`config.mk`:
```
export PLATFORM = sky130hd
export DESIGN_NAME = fplan_net_edge_gen
export DESIGN_NICKNAME = d
export VERILOG_FILES = /design/src/rtl/fplan_pkg.sv /design/src/rtl/fplan_pin_buf.sv /design/src/rtl/fplan_net_edge_gen.sv
export SDC_FILE = /design/constraint.sdc
export NUM_CORES = 1
export LEC_CHECK = 0
export ABC_AREA = 0
export CELL_PAD_IN_SITES_DETAIL_PLACEMENT = 1
export CELL_PAD_IN_SITES_GLOBAL_PLACEMENT = 2
export CORE_UTILIZATION = 39
export DETAILED_ROUTE_END_ITERATION = 8
export DONT_BUFFER_PORTS = 1
export PLACE_DENSITY_LB_ADDON = 0.1
export SYNTH_ARGS = -nofsm -noshare
export SYNTH_HDL_FRONTEND = slang
export SYNTH_SLANG_ARGS = --single-unit
```
`constraint.sdc`:
```
create_clock -name clock -period 4.35 [get_ports clock]
set_input_delay 0.6525 -clock clock [delete_from_list [all_inputs] [get_ports clock]]
set_output_delay 0.6525 -clock clock [all_outputs]
set_load 0.05 [all_outputs]
```
`src/rtl/fplan_pkg.sv`:
```
// Shared types and sizing for the floorplanner net-to-edge stream stage.
package fplan_pkg;

   localparam int NODE_W   = 8;
   localparam int WIDTH_W  = 12;
   localparam int MAX_PINS = 4;
   localparam int CNT_W    = $clog2(MAX_PINS + 1);
   localparam int IDX_W    = $clog2(MAX_PINS);

   typedef logic [NODE_W-1:0]  node_id_t;
   typedef logic [WIDTH_W-1:0] net_width_t;
   typedef logic [CNT_W-1:0]   pin_cnt_t;
   typedef logic [IDX_W-1:0]   pin_idx_t;

   typedef struct packed {
      node_id_t   a;
      node_id_t   b;
      net_width_t weight;
      logic       last;
   } edge_t;

   typedef enum logic [0:0] {
      COLLECT = 1'b0,
      EMIT    = 1'b1
   } fsm_t;

   // Unsigned maximum of two net widths.
   function automatic net_width_t width_max(input net_width_t x, input net_width_t y);
      return (x > y) ? x : y;
   endfunction

endpackage

```
`src/rtl/fplan_pin_buf.sv`:
```
// Per-net pin buffer: stores distinct node ids in arrival order, flags
// whether a node is already present, and exposes two read ports for the
// pair iterator in the top.
module fplan_pin_buf
   import fplan_pkg::*;
(
   input  logic     clock,
   input  logic     reset,
   input  logic     clear,
   input  logic     wr_en,
   input  node_id_t wr_node,
   input  pin_idx_t rd_idx_a,
   input  pin_idx_t rd_idx_b,
   output node_id_t rd_node_a,
   output node_id_t rd_node_b,
   output logic     hit,
   output logic     full,
   output pin_cnt_t cnt
);

   node_id_t entry_q [MAX_PINS];
   node_id_t entry_d [MAX_PINS];
   pin_cnt_t cnt_q;
   pin_cnt_t cnt_d;

   assign cnt       = cnt_q;
   assign full      = (cnt_q == pin_cnt_t'(MAX_PINS));
   assign rd_node_a = entry_q[rd_idx_a];
   assign rd_node_b = entry_q[rd_idx_b];

   // Parallel compare of the incoming node against every occupied entry.
   always_comb begin
      hit = 1'b0;
      for (int k = 0; k < MAX_PINS; k++) begin
         if ((pin_cnt_t'(k) < cnt_q) && (entry_q[k] == wr_node)) begin
            hit = 1'b1;
         end else begin
            hit = hit;
         end
      end
   end

   // Next-state for entries and count; clear takes priority over a write.
   always_comb begin
      entry_d = entry_q;
      cnt_d   = cnt_q;
      if (clear) begin
         cnt_d = {CNT_W{1'b0}};
      end else if (wr_en && !full) begin
         entry_d[cnt_q[IDX_W-1:0]] = wr_node;
         cnt_d                     = cnt_q + pin_cnt_t'(1);
      end else begin
         cnt_d = cnt_q;
      end
   end

   // Register file and count state.
   always_ff @(posedge clock) begin
      if (reset) begin
         for (int k = 0; k < MAX_PINS; k++) begin
            entry_q[k] <= {NODE_W{1'b0}};
         end
         cnt_q <= {CNT_W{1'b0}};
      end else begin
         entry_q <= entry_d;
         cnt_q   <= cnt_d;
      end
   end

endmodule

```
`src/rtl/fplan_net_edge_gen.sv`:
```
// Net-to-clique edge generator: collects the distinct pins of one net, then
// streams every pin pair as an edge weighted by the widest width seen.
module fplan_net_edge_gen
   import fplan_pkg::*;
(
   input  logic               clock,
   input  logic               reset,
   input  logic               in_valid,
   output logic               in_ready,
   input  logic [NODE_W-1:0]  in_node,
   input  logic [WIDTH_W-1:0] in_width,
   input  logic               in_last,
   output logic               out_valid,
   input  logic               out_ready,
   output logic [NODE_W-1:0]  out_node_a,
   output logic [NODE_W-1:0]  out_node_b,
   output logic [WIDTH_W-1:0] out_weight,
   output logic               out_last,
   output logic               overflow,
   output logic [15:0]        net_count
);

   fsm_t       state_q, state_d;
   pin_idx_t   i_q, i_d, j_q, j_d;
   net_width_t weight_q, weight_d;
   logic       overflow_q, overflow_d;
   logic [15:0] net_count_q, net_count_d;
   logic       in_ready_q, in_ready_d;
   logic       out_valid_q, out_valid_d;

   logic       buf_clear_s;
   logic       hit_s, full_s;
   pin_cnt_t   cnt_s, eff_cnt_s;
   node_id_t   rd_a_s, rd_b_s;
   logic       accept_s, store_s, handshake_s;
   logic       j_at_end_s, pair_last_s;

   assign accept_s    = in_valid && in_ready_q;
   assign store_s     = accept_s && !hit_s && !full_s;
   assign eff_cnt_s   = cnt_s + pin_cnt_t'(store_s);
   assign handshake_s = out_valid_q && out_ready;
   assign j_at_end_s  = (pin_cnt_t'(j_q) == (cnt_s - pin_cnt_t'(1)));
   assign pair_last_s = j_at_end_s && (pin_cnt_t'(i_q) == (cnt_s - pin_cnt_t'(2)));

   fplan_pin_buf u_pin_buf (
      .clock     (clock),
      .reset     (reset),
      .clear     (buf_clear_s),
      .wr_en     (store_s),
      .wr_node   (in_node),
      .rd_idx_a  (i_q),
      .rd_idx_b  (j_q),
      .rd_node_a (rd_a_s),
      .rd_node_b (rd_b_s),
      .hit       (hit_s),
      .full      (full_s),
      .cnt       (cnt_s)
   );

   // Output data is forced to zero whenever no edge is being presented.
   assign in_ready   = in_ready_q;
   assign out_valid  = out_valid_q;
   assign out_node_a = out_valid_q ? rd_a_s   : {NODE_W{1'b0}};
   assign out_node_b = out_valid_q ? rd_b_s   : {NODE_W{1'b0}};
   assign out_weight = out_valid_q ? weight_q : {WIDTH_W{1'b0}};
   assign out_last   = out_valid_q && pair_last_s;
   assign overflow   = overflow_q;
   assign net_count  = net_count_q;

   // Next-state: pin collection, pair iteration and net bookkeeping.
   always_comb begin
      state_d     = state_q;
      i_d         = i_q;
      j_d         = j_q;
      weight_d    = weight_q;
      overflow_d  = overflow_q;
      net_count_d = net_count_q;
      buf_clear_s = 1'b0;
      case (state_q)
         COLLECT: begin
            if (accept_s) begin
               // An empty buffer means this is the first pin of a new net.
               if (cnt_s == {CNT_W{1'b0}}) begin
                  weight_d = in_width;
               end else begin
                  weight_d = width_max(weight_q, in_width);
               end
               if (!hit_s && full_s) begin
                  overflow_d = 1'b1;
               end else begin
                  overflow_d = overflow_q;
               end
               if (in_last) begin
                  if (eff_cnt_s < pin_cnt_t'(2)) begin
                     net_count_d = net_count_q + 16'd1;
                     buf_clear_s = 1'b1;
                  end else begin
                     state_d = EMIT;
                     i_d     = {IDX_W{1'b0}};
                     j_d     = pin_idx_t'(1);
                  end
               end else begin
                  state_d = COLLECT;
               end
            end else begin
               state_d = COLLECT;
            end
         end
         EMIT: begin
            if (handshake_s) begin
               if (pair_last_s) begin
                  net_count_d = net_count_q + 16'd1;
                  buf_clear_s = 1'b1;
                  state_d     = COLLECT;
               end else if (j_at_end_s) begin
                  i_d = i_q + pin_idx_t'(1);
                  j_d = i_q + pin_idx_t'(2);
               end else begin
                  j_d = j_q + pin_idx_t'(1);
               end
            end else begin
               state_d = EMIT;
            end
         end
         default: begin
            state_d     = COLLECT;
            buf_clear_s = 1'b1;
         end
      endcase
      in_ready_d  = (state_d == COLLECT);
      out_valid_d = (state_d == EMIT);
   end

   // State and output registers with synchronous reset.
   always_ff @(posedge clock) begin
      if (reset) begin
         state_q     <= COLLECT;
         i_q         <= {IDX_W{1'b0}};
         j_q         <= {IDX_W{1'b0}};
         weight_q    <= {WIDTH_W{1'b0}};
         overflow_q  <= 1'b0;
         net_count_q <= 16'd0;
         in_ready_q  <= 1'b0;
         out_valid_q <= 1'b0;
      end else begin
         state_q     <= state_d;
         i_q         <= i_d;
         j_q         <= j_d;
         weight_q    <= weight_d;
         overflow_q  <= overflow_d;
         net_count_q <= net_count_d;
         in_ready_q  <= in_ready_d;
         out_valid_q <= out_valid_d;
      end
   end

endmodule

```
==> tab_implementation.tex <==
\begin{tabular}{lr}
\hline
Metric & Value \\
\hline
\multicolumn{2}{l}{\textbf{Setup path}} \\
Slowest cell on crit path & sky130\_fd\_sc\_hd\_\_a211oi\_1 \\
Maximum cell stage delay along the critical path & 1.03 ns \\
Critical path buffer and inverter count & 2 \\
CP required & 4.62 ns \\
CP cell instances & inv\_1 -> ha\_1 -> a211oi\_1 -> and3\_1 -> ha\_1 -> xor2\_1 -> or3\_1 -> o31a\_1 -> buf\_4 -> nand4\_2 -> mux2i\_1 \\
Cell type with the highest occurrence count on the critical path & sky130\_fd\_sc\_hd\_\_ha\_1 \\
Arr. time, crit path & 4.36 ns \\
Cell family with the largest share of critical-path delay & compound AO/OA/AOI/OAI gates \\
CP startpoint kind & register \\
Setup crit end kind & register \\
Setup slack, reg-to-reg & 0.26 ns \\
Critical path class & register to register \\
Critical path fanouts, max & 23 \\
\multicolumn{2}{l}{\textbf{Placed design}} \\
Detail Placement HPWL & 8.13 mm \\
Cell count after placement & 582 \\
Setup WS pre-CTS & 0.335 ns \\
Last weighted congestion value of the routability-driven placer & 0.793 \\
I/O Buffers & 0 \\
\multicolumn{2}{l}{\textbf{Timing}} \\
Tightest Pin Transition & 1.25 ns \\
Count of final max-slew check failures & 0 \\
Worst Hold Slack & 0.355 ns \\
Setup repair after global routing missed its margin & no \\
Portion of the clock cycle consumed by the worst path in the final layout & 94.1\% \\
Worst setup slack after layout & 0.258 ns \\
Final setup viols & 0 \\
Max-Slew Margin vs Limit & 16.4\% \\
Final clock skew & 0.0161 ns \\
Final hold violations & 0 \\
Highest clock frequency the design can meet & 244 MHz \\
Min Clock Period, post-route & 4.09 ns \\
TNS Setup & 0 ns \\
\multicolumn{2}{l}{\textbf{Power and ir drop}} \\
Peak VDD IR & 0.133 mV \\
Leakage power & 0.00195 µW \\
Power density cells & 277 nW/µm² \\
\multicolumn{2}{l}{\textbf{Clocking}} \\
Post-CTS sizing & 0 \\
Sink count of the clock tree & 70 \\
Register clock-pin slew on the reported worst setup and hold paths & 0.07 ns \\
Number of buffers inserted during clock tree synthesis & 9 \\
Clk Tree Root Cell & sky130\_fd\_sc\_hd\_\_clkbuf\_8 \\
Worst-case clock buffer depth & 2 \\
CTS tree & built \\
Count of hold-fix buffers inserted at cts & 0 \\
Post-CTS Setup Repair Bufs & 0 \\
Worst-skew pair later-pin latency & 0.37 ns \\
Number of H-tree branching levels & 3 \\
\multicolumn{2}{l}{\textbf{Cells and area}} \\
Proportion of layout cells with a drive suffix above 1 & 10.7\% \\
Total of fill cells in the finished design & 1,261 \\
Final cell count without fillers & 598 \\
Layout-stage area growth over the synthesis result & 5.30\% \\
Antenna diode instance count & 0 \\
Number of nets in the finished design & 499 \\
\multicolumn{2}{l}{\textbf{GRT}} \\
Total global routing overflow & 0 \\
Overall Global Routing Usage & 20.7\% \\
Vias in the first global route & 3,287 \\
Maximum number of pins on one net before global-route repair & 35 \\
Antenna violations before repair & 0 \\
First-pass GRT wire length & 17.8 mm \\
\multicolumn{2}{l}{\textbf{Detailed routing}} \\
DRC violation count after routing & 0 \\
Average via count per standard cell & 5.36 \\
First-pass iteration count of the detailed router & 4 \\
Antenna violation net count after detailed routing & 0 \\
Via count & 3,208 \\
Total Wirelength & 11.2 mm \\
Routed wire per std cell & 18.8 µm \\
Initial DRC count & 121 \\
\multicolumn{2}{l}{\textbf{Floorplanning}} \\
Floorplan die area & 11,600 µm² \\
Initial Util & 40.1\% \\
Core Region & 10,900 µm² \\
Height of the die & 108 µm \\
Count of pins on the block boundary & 73 \\
Width of the die & 108 µm \\
Total number of placement rows & 38 \\
\multicolumn{2}{l}{\textbf{Logic synthesis}} \\
Share of the synthesized area in the top cell type & 32.1\% \\
EDFF count, synth & 0 \\
Count of mapped cells out of synthesis & 468 \\
Leading post-synthesis cells by cell area & sky130\_fd\_sc\_hd\_\_dfxtp\_1 (32\%), sky130\_fd\_sc\_hd\_\_mux2i\_1 (11\%), sky130\_fd\_sc\_hd\_\_mux4\_2 (8.3\%), sky130\_fd\_sc\_hd\_\_ha\_1 (6.0\%), sky130\_fd\_sc\_hd\_\_xor2\_1 (5.4\%) \\
Number of register bits inferred by synthesis & 70 \\
Post-Synthesis Net Count & 514 \\
Post-synthesis cell area & 4370 µm² \\
Biggest area consumer among synthesized cells & sky130\_fd\_sc\_hd\_\_dfxtp\_1 \\
Synth async-reset ratio & 0\% \\
Synth warn & 0 \\
Top cell types by occurrence after synthesis & sky130\_fd\_sc\_hd\_\_dfxtp\_1 (70), sky130\_fd\_sc\_hd\_\_nand2\_1 (54), sky130\_fd\_sc\_hd\_\_mux2i\_1 (48), sky130\_fd\_sc\_hd\_\_nor2\_1 (37), sky130\_fd\_sc\_hd\_\_and2\_1 (30) \\
Average footprint of a synthesized cell & 9.33 µm² \\
Synth unique cells & 50 \\
Most instantiated flip-flop cell in the synthesis netlist & sky130\_fd\_sc\_hd\_\_dfxtp\_1 \\
Sequential cell area fraction in the yosys report & 32.1\% \\
Most frequent cell after synthesis & sky130\_fd\_sc\_hd\_\_dfxtp\_1 \\
\multicolumn{2}{l}{\textbf{Hold path}} \\
Worst Hold Class & input pin to register \\
\multicolumn{2}{l}{\textbf{Job}} \\
Max-cap check violation count & 0 \\
\multicolumn{2}{l}{\textbf{Run status}} \\
Outcome & finished clean \\
\hline
\end{tabular}
-- flip-flops by register name, indices dropped and copies added, names as in the netlist --
signal             cells
in_ready               1
out_valid              1
j_q                    2
weight_q              12
u_pin_buf.entry_q     32
net_count             16
overflow               1
i_q                    2
u_pin_buf.cnt          3
-- placed cells by master, fill, tap and decap left out, types with 3 or more instances in the layout --
cell and n:
sky130_fd_sc_hd__nand4_1 11, sky130_fd_sc_hd__dfxtp_1 69, sky130_fd_sc_hd__nor3_1 4, sky130_fd_sc_hd__clkbuf_8 10
sky130_fd_sc_hd__and4bb_2 3, sky130_fd_sc_hd__and2_1 30, sky130_fd_sc_hd__nor4_2 3, sky130_fd_sc_hd__or3_1 3
sky130_fd_sc_hd__nor2_1 37, sky130_fd_sc_hd__clkbuf_1 5, sky130_fd_sc_hd__xor2_1 27, sky130_fd_sc_hd__inv_1 23
sky130_fd_sc_hd__xnor2_1 26, sky130_fd_sc_hd__a21oi_1 10, sky130_fd_sc_hd__and3_1 3, sky130_fd_sc_hd__nand2_1 54
sky130_fd_sc_hd__ha_1 21, sky130_fd_sc_hd__buf_4 6, sky130_fd_sc_hd__nand3_1 6, sky130_fd_sc_hd__a21o_1 3
sky130_fd_sc_hd__mux4_2 16, sky130_fd_sc_hd__nor4_1 4, sky130_fd_sc_hd__mux2i_1 48, sky130_fd_sc_hd__a221oi_1 3
-- worst register-to-register path, delay by kind of cell (launching register included) --
family	cells	cell delay, ns
buffers and inverters	2	0.48
multiplexers	1	0.33
AO/OA/AOI/OAI	2	1.16
AND/OR/NAND/NOR	3	0.92
XOR/XNOR	1	0.17
flip-flops	1	0.49
adder cells (fa/ha/maj)	2	0.44
-- layout make-up --
type | instances | area (µm²) | share of cell area, %
clock inverters | 1 | 5.00 | 0.109
repair buffers | 6 | 45.0 | 0.980
flip-flops and latches | 70 | 1400 | 30.5
multi-input cells | 342 | 2720 | 59.2
clock buffers | 15 | 156 | 3.40
well taps | 140 | 175 | 3.81
inverters | 24 | 90.1 | 1.96
-- kinds of logic (layout without fill, tap and decap cells) --
group                      Yosys count  count (layout)  synth area share [%]
and+or+nand+nor                    173             173                  21.4
DFF                                 70              70                  32.1
muxes                               65              65                  19.5
buffers and inverters               56              46                  5.53
xor gates and xnor gates            53              53                  10.6
AOI/OAI and AO/OA                   30              30                  4.79
adders and majority gates           21              21                  6.02
-- metal layers --
layer,vias up,wire length (µm),part of all wire (%),GRT usage [%]
met5,-,0,0,0
met4,0,208,1.9,9.30
met3,17,573,5.1,4.72
met2,62,4960,44,31.0
met1,1552,5490,49,28.0
li1,1577,-,-,-
-- worst paths after layout --
kind	depth (start not counted)	start	to
max reg2reg	11	u_pin_buf.cnt[0]	u_pin_buf.entry_q[21]
min	1	reset	net_count[8]
min reg2reg	2	u_pin_buf.entry_q[13]	u_pin_buf.entry_q[13]
max	11	u_pin_buf.cnt[0]	u_pin_buf.entry_q[21]
-- stage by stage --
stage                     power [µW]  area [µm²]  util (%)
after floorplan                  797        4370         -
after global placement           814        4440      40.7
after detailed placement         817        4440      40.7
after CTS                       1290        4600      42.2
after global routing            1340        4600      42.2
final                           1280        4600      42.2
-- power by group --
group | internal [µW] | switching [µW] | leakage, µW
combinational | 56.7 | 71.3 | 0.00130
clock | 223 | 251 | 0.0000817
sequential | 655 | 18.6 | 0.000567
total | 935 | 340 | 0.00195
No activity file was read; power rests on OpenSTA's default activity.
